File: src/rtl/window_seq_ctrl.sv
// 3x3 line-buffer feed sequencer: streams one frame from the feature
// buffer and tags each cycle that holds a complete non-wrapping window.
module window_seq_ctrl #(
  parameter int W_L1   = 28,
  parameter int W_L2   = 12,
  parameter int AWIDTH = 10,
  parameter int RD_LAT = 1,
  parameter int CWIDTH = 5
) (
  input  logic              clk,
  input  logic              rst,
  input  logic              start,
  input  logic              layer_sel,
  input  logic [AWIDTH-1:0] base_addr,
  output logic              rd_en,
  output logic [AWIDTH-1:0] rd_addr,
  output logic              convlayer_state,
  output logic              win_valid,
  output logic [CWIDTH-1:0] win_row,
  output logic [CWIDTH-1:0] win_col,
  output logic              busy,
  output logic              done
);

  typedef enum logic [1:0] {
    S_IDLE,
    S_FEED,
    S_DRAIN,
    S_DONE
  } state_t;

  state_t r_state;
  state_t w_next;

  logic [CWIDTH-1:0] r_w;
  logic [CWIDTH-1:0] r_row;
  logic [CWIDTH-1:0] r_col;
  logic [CWIDTH-1:0] r_dcnt;
  logic [AWIDTH-1:0] r_addr;
  logic              r_layer;

  logic [RD_LAT:0]             r_tv;
  logic [RD_LAT:0][CWIDTH-1:0] r_tr;
  logic [RD_LAT:0][CWIDTH-1:0] r_tc;

  logic [CWIDTH-1:0] w_wm1;
  logic              w_accept;
  logic              w_feed;
  logic              w_col_last;
  logic              w_last;
  logic              w_drain_end;
  logic              w_tvalid;

  assign w_wm1       = r_w - CWIDTH'(1);
  assign w_accept    = (r_state == S_IDLE) && start;
  assign w_col_last  = (r_col == w_wm1);
  assign w_last      = w_col_last && (r_row == w_wm1);
  assign w_drain_end = (r_dcnt == CWIDTH'(RD_LAT));

  // State register
  always_ff @(posedge clk) begin
    if (!rst) r_state <= S_IDLE;
    else      r_state <= w_next;
  end

  // Next-state and per-state control outputs
  always_comb begin
    w_next = r_state;
    w_feed = 1'b0;
    busy   = 1'b0;
    done   = 1'b0;
    unique case (r_state)
      S_IDLE: begin
        if (start) w_next = S_FEED;
      end
      S_FEED: begin
        w_feed = 1'b1;
        busy   = 1'b1;
        if (w_last) w_next = S_DRAIN;
      end
      S_DRAIN: begin
        busy = 1'b1;
        if (w_drain_end) w_next = S_DONE;
      end
      S_DONE: begin
        busy   = 1'b1;
        done   = 1'b1;
        w_next = S_IDLE;
      end
    endcase
  end

  // Frame latches, raster counters, address and drain counter
  always_ff @(posedge clk) begin
    if (!rst) begin
      r_w     <= '0;
      r_row   <= '0;
      r_col   <= '0;
      r_addr  <= '0;
      r_layer <= 1'b0;
      r_dcnt  <= '0;
    end else begin
      if (w_accept) begin
        r_layer <= layer_sel;
        r_w     <= layer_sel ? CWIDTH'(W_L2) : CWIDTH'(W_L1);
        r_addr  <= base_addr;
        r_row   <= '0;
        r_col   <= '0;
      end else if (w_feed) begin
        r_addr <= r_addr + AWIDTH'(1);
        if (w_col_last) begin
          r_col <= '0;
          r_row <= r_row + CWIDTH'(1);
        end else begin
          r_col <= r_col + CWIDTH'(1);
        end
      end
      if (r_state == S_DRAIN) r_dcnt <= r_dcnt + CWIDTH'(1);
      else                    r_dcnt <= '0;
    end
  end

  // Tag delay line: memory latency plus the line-buffer input register
  always_ff @(posedge clk) begin
    if (!rst) begin
      r_tv <= '0;
      r_tr <= '0;
      r_tc <= '0;
    end else begin
      r_tv[0] <= w_feed;
      r_tr[0] <= r_row;
      r_tc[0] <= r_col;
      for (int i = 1; i <= RD_LAT; i++) begin
        r_tv[i] <= r_tv[i-1];
        r_tr[i] <= r_tr[i-1];
        r_tc[i] <= r_tc[i-1];
      end
    end
  end

  assign w_tvalid = r_tv[RD_LAT]
                 && (r_tr[RD_LAT] >= CWIDTH'(2))
                 && (r_tc[RD_LAT] >= CWIDTH'(2));

  assign rd_en           = w_feed;
  assign rd_addr         = r_addr;
  assign convlayer_state = r_layer;
  assign win_valid       = w_tvalid;
  assign win_row = w_tvalid ? r_tr[RD_LAT] - CWIDTH'(2) : '0;
  assign win_col = w_tvalid ? r_tc[RD_LAT] - CWIDTH'(2) : '0;

endmodule
File: config.mk
export PLATFORM = sky130hd
export DESIGN_NAME = window_seq_ctrl
export DESIGN_NICKNAME = d
export VERILOG_FILES = /design/src/rtl/window_seq_ctrl.sv
export SDC_FILE = /design/constraint.sdc
export NUM_CORES = 1
export LEC_CHECK = 0
export CORE_AREA = 10 10 85 79
export CTS_CLUSTER_SIZE = 25
export DETAILED_ROUTE_END_ITERATION = 10
export DIE_AREA = 0 0 95 89
export PLACE_DENSITY_LB_ADDON = 0.25
export SLEW_MARGIN = 20
export SYNTH_ARGS = -nofsm -noshare
export SYNTH_HDL_FRONTEND = slang
export SYNTH_SLANG_ARGS = --single-unit
export TNS_END_PERCENT = 100
File: constraint.sdc
create_clock -name clk -period 1.5 [get_ports clk]
set_input_delay 0.225 -clock clk [delete_from_list [all_inputs] [get_ports clk]]
set_output_delay 0.225 -clock clk [all_outputs]
set_load 0.02 [all_outputs]
Yosys cells after proc, flatten, opt, wreduce, memory -nomap -nowiden --
Cells that the tools add are included.
Storage, ports and cells: register bits after elaboration 55, input bits 14, output and inout bits 25, word-level logic and storage cells 55
Cells by class: add/subtract/negate cells 7, magnitude comparators 2, equal/unequal tests 9, muxes and demuxes 13, bitwise operators 1, reductions and logical operators 11
Operators by type and width (count):
- 10-bit 2-to-1 mux | 2
- 5-bit 2-to-1 mux | 4
- 5-bit by 1-bit adder with 5-bit output, second input constant | 3
- 10-bit by 1-bit adder with 10-bit output, second input constant | 1
- 5-bit equality test | 2
- 5-bit by 2-bit greater-or-equal comparator with 1-bit output, second input constant | 2
- 5-bit by 2-bit subtractor with 5-bit output, second input constant | 2
- 2-bit case mux with 4 select lines | 1
- 2-bit 2-to-1 mux | 3
- 2-bit inequality test, second input constant | 3
- 5-bit by 1-bit equality test with 1-bit output, second input constant | 1
- 5-bit by 1-bit subtractor with 5-bit output, second input constant | 1
- 2-bit equality test, second input constant | 2
- 1-bit logical AND | 4
- 2-bit AND reduction | 2
- 1-bit 2-to-1 mux | 3
- 3-bit AND reduction | 1
- 3-bit OR reduction | 1
- 2-bit by 1-bit equality test with 1-bit output, second input constant | 1
- 2-bit zero test | 1
- 2-bit nonzero test | 1
- 2-bit OR reduction | 1
- 1-bit inverter | 1

Longest topological paths before layout --
word-level depth 5, mapped depth 7, depth with buffers taken out 6

Worst setup path before layout --
OpenSTA, ideal clock, no wires.
path kind flip-flop to flip-flop, start point register r_state[1], end point register r_col[4], setup time 0.115 ns, data arrival time 1.583 ns, required time 1.385 ns, path slack -0.198 ns, cell stages (with the launch flop) 8, buffers on the path 2, clock period less this slack 1.698 ns, path through dfxtp_1 inv_1 ha_1 buf_2 buf_1 nand4_1 xor2_1 nor2_1
Between the ends: elaborated cells on any way between the ends 5, those cells by class eq/ne: 1; mux: 1; reduce/logical: 3
RTL lines:
- start, declared | RTL line 32 | state_t r_state;
- start signal, assigned | RTL line 63 | else r_state <= w_next;
- 2-bit by 1-bit equality test with 1-bit output | RTL line 72 | unique case (r_state)
- 1-bit 2-to-1 mux | RTL line 72
- net rd_en | RTL line 15 | output logic rd_en,
- end signal, assigned | RTL line 115 | r_col <= r_col + CWIDTH'(1);
- end, declared | RTL line 37 | logic [CWIDTH-1:0] r_col;
The timed path passes the listed nets, and every way through them passes these cells. A chain may end at the register's enable or synchronous reset.

Worst setup path after layout --
start point register r_tc[6] (netlist name), end point output port win_col[4]
Between the ends: cells in the longest elaborated chain, start to end 3, elaborated cells on any way between the ends 4, those cells by class add/sub: 1; order compare: 1; mux: 1; reduce/logical: 1
RTL lines:
- start, declared | RTL line 44 | logic [RD_LAT:0][CWIDTH-1:0] r_tc;
- start signal, assigned by index | RTL line 136 | r_tc[i] <= r_tc[i-1];
- 5-bit by 2-bit greater-or-equal comparator with 1-bit output | RTL line 143 | && (r_tc[RD_LAT] >= CWIDTH'(2));
- 1-bit logical AND | RTL line 143
- 5-bit 2-to-1 mux * | RTL line 150 | assign win_col = w_tvalid ? r_tc[RD_LAT] - CWIDTH'(2) : '0;
- end, declared | RTL line 20 | output logic [CWIDTH-1:0] win_col,
Every way passes the cells marked *; elsewhere a longest branch is shown, timed or not.

==> out/metrics.cfg <==
[setup_path]
rr_startpoint=r_col[0]
cp_slowest_cell=dfxtp_2
worstPathRequired_ps=1270
path_cells=inv_2 > ha_4 > nor3b_2 > o31ai_1 > nand3_1 > buf_6 > nor2_1 > buf_4
cp.arrival_ps=1590
r2r-end=r_row[0]
slowest_delay_ps=340
cp-end-kind=output port
worstSetupStartpointType=register
crit_type=register to output port
crit_fanout=6
rrSetupSlack_ps=-80
r2r_cells=5

[timing]
finalSetupViolCount=14
final.setup.tns_ps=-3415
rsz0062_at_grt=yes
skew_ps=7.552
period_minus_slack_ps=1820
period_share=1.213
worst_slew_pin_slew_ps=407.1
slew_violations=0
hold_slack_ps=436.8
max_slew_margin=0.7278
max_freq_mhz=549.5
worst_slack_ps=-320.0
final_hold_viol_count=0

[yosys]
synth_cells=250
synth_edf_count=0
synth_area_leaders=dfxtp_1, and2_1, ha_1
synth_top_family_by_area=simple AND/OR/NAND/NOR gates
yosys_warnings=0
yosysSeqAreaShare=0.4579
avgSynthCellArea_um2=9.094
synthSimpleGateAreaFrac=0.2372
ys.flop_type=dfxtp_1
synth.net_count=275
async_flop_share=0
yosysTopAreaCell=dfxtp_1
synthAdderAreaFrac=0.06054
yosysUniqueCellTypes=32
netlist_area_um2=2273
ys_ff_latch=52
synthMuxAreaShare=0.02917
synth_compound_area_frac=0.1013
yosys.area.top_type_share=0.4579
synthXorXnorAreaFrac=0.07705

[layout]
drive_above_1_share=0.3835
antenna_cells=0
final_cell_count_no_fill=406
fill_cells=403
area_delta_synth_final_pct=54.21
multi_input_area_um2=1424
nets=365
regArea_um2=1054

[clock_tree]
path_clk_slew_ps=80
cts_tree=built
cts.sinks=52
hold_buffers=0
cts-root-buf=clkbuf_8
numCtsBuffers=5
cts_max_path_buffers=2
clock_latency_ps=300
htreeDepth=2

[routing]
drt_iter0_markers=85
post_drt_via_cell_ratio=4.889
first_pass_iters=4
wl_per_cell_um=12.95
antenna_left=0
vias=1985
drt_drc_violations_left=0
routed_wirelength_um=5256

[outcome]
status=complete, but fails checks
violations=setup timing

[grt]
grt_pass1_vias=1924
gr-total-overflow=0
antenna_found_initial=0
grt_max_degree=19
grt_pass1_wl_um=8349
grt_use_total=0.1219

[pwr]
internal_power_mw=2.747
switching_power_mw=1.337
vdd_drop_max_v=0.0009327
p_sw_frac=0.3273
p_clk_frac=0.223
p_comb_frac=0.357
leakage_nw=1.430
seqPwrFrac=0.421
power.density_nw_per_um2=1165
fin_total_pwr_mw=4.084

[die]
start_util=0.4486
fp.dieH_um=89
io-pin-count=39
num_rows=25
fp.dieW_um=95
die-area_um2=8455
core_um2=5067

[worst_hold_path]
whs_path_depth=1
min_to=r_tc[9]
hold_path_class=register to register
min_from=r_tc[4]

[placed_design]
dp_cells=393
finalWeightedCongestion=0.8247
portBuffers=38
dp_hpwl_um=3769

[flow_run]
maxCapViolations=0

-- cells in the mapped netlist (all sizes together) (7+ instances only) --
library cell   n
nand4         10
dfxtp         52
and2          23
nand3          8
ha            11
xor2           8
nand2         12
xnor2         12
nor2          35
inv           13
a211oi         7
o21ai          8
-- kinds of logic (layout without fill, tap and decap cells) --
kind of cell,after synthesis,after routing
adders and majority gates,11,11
DFF,52,52
xor gates and xnor gates,20,20
muxes,6,7
buffers and inverters,22,110
and+or+nand+nor,105,105
AOI/OAI and AO/OA,34,34
-- flip-flops by register name, indices dropped and copies added, names as in the netlist --
name and count:
r_row 5, r_dcnt 5, r_tc 10, convlayer_state 1, r_state 2, r_col 5
r_tr 10, r_tv 2, rd_addr 10, r_w 2
-- worst max-delay path by stage --
stage | startpoint | end | slack (ps) | depth (start not counted)
global placement | r_tc[6] | win_col[4] | -460 | 8
detailed placement | r_tc[6] | win_col[4] | -480 | 8
floorplan | r_col[0] | r_row[3] | 0.2 | 5
CTS | r_tc[6] | win_col[4] | -320 | 8
finish | r_tc[6] | win_col[4] | -320 | 8
global route | r_tr[6] | win_col[2] | -400 | 8
-- power groups by stage --
stage	sequential (mW)	clock [mW]	combinational, mW
after floorplan	1.83	0	0.624
after global placement	1.72	0	1.37
after detailed placement	1.73	0	1.40
after CTS	1.71	0.927	1.38
after global routing	1.74	0.969	1.60
final	1.72	0.909	1.46
-- repair_timing --
item,in CTS,in global routing
setup endpoints to repair,34,34
gates resized for setup,107,33
setup buffers,3,3
pin swaps,16,16
gates cloned,1,0
-- final cells by class --
cell class                      count  share of cell area
Multi-Input combinational cell    177              0.4061
Clock buffer                        5             0.01963
Inverter                           13             0.01392
Clock inverter                      1            0.008565
Sequential cell                    52              0.3005
Tap cell                           67             0.02391
Timing Repair Buffer               91              0.2273
-- critical path, delay by kind of cell (launching register included) --
| family | cells | cell delay (ps) |
|---|---|---|
| simple gates | 3 | 380 |
| buf+inv | 3 | 370 |
| flops | 1 | 340 |
| fa+ha+maj | 1 | 140 |
| compound gates | 1 | 60 |
-- cells in the final DEF (no fill, tap or decap), types with 4 or more instances in the layout --
cell / count
nand3_1: 7
buf_6: 13
nand4_1: 10
o21ai_0: 4
dfxtp_2: 10
or3_1: 5
inv_2: 7
dfxtp_1: 42
ha_1: 5
ha_4: 5
inv_1: 6
nand2_1: 10
and2_1: 23
nor2_4: 10
dlygate4sd2_1: 11
xnor2_1: 11
xor2_1: 7
a211oi_1: 6
a21oi_1: 5
buf_4: 49
clkdlybuf4s50_1: 13
clkbuf_8: 5
nand4b_1: 4
nor2_1: 24
-- metrics by stage --
| step | utilization | instance area, um2 | setup WS (ps) |
|---|---|---|---|
| after floorplan | - | 2381 | 0.2104 |
| after global placement | 0.6244 | 3164 | -461.5 |
| after detailed placement | 0.6244 | 3164 | -476.8 |
| after CTS | 0.6662 | 3376 | -322.5 |
| after global routing | 0.6919 | 3506 | -402.9 |
| final | 0.6919 | 3506 | -320.0 |
-- routing by layer --
metal,share of wire,GRT usage,wire (um),vias to the layer above
met3,0.057,0.03191,298,10
met2,0.50,0.2163,2637,45
met4,0.021,0.05027,112,0
met1,0.42,0.1355,2208,890
met5,0,0,0,-
li1,-,-,-,1040
Note: power is estimated with default switching activity, not from simulation.
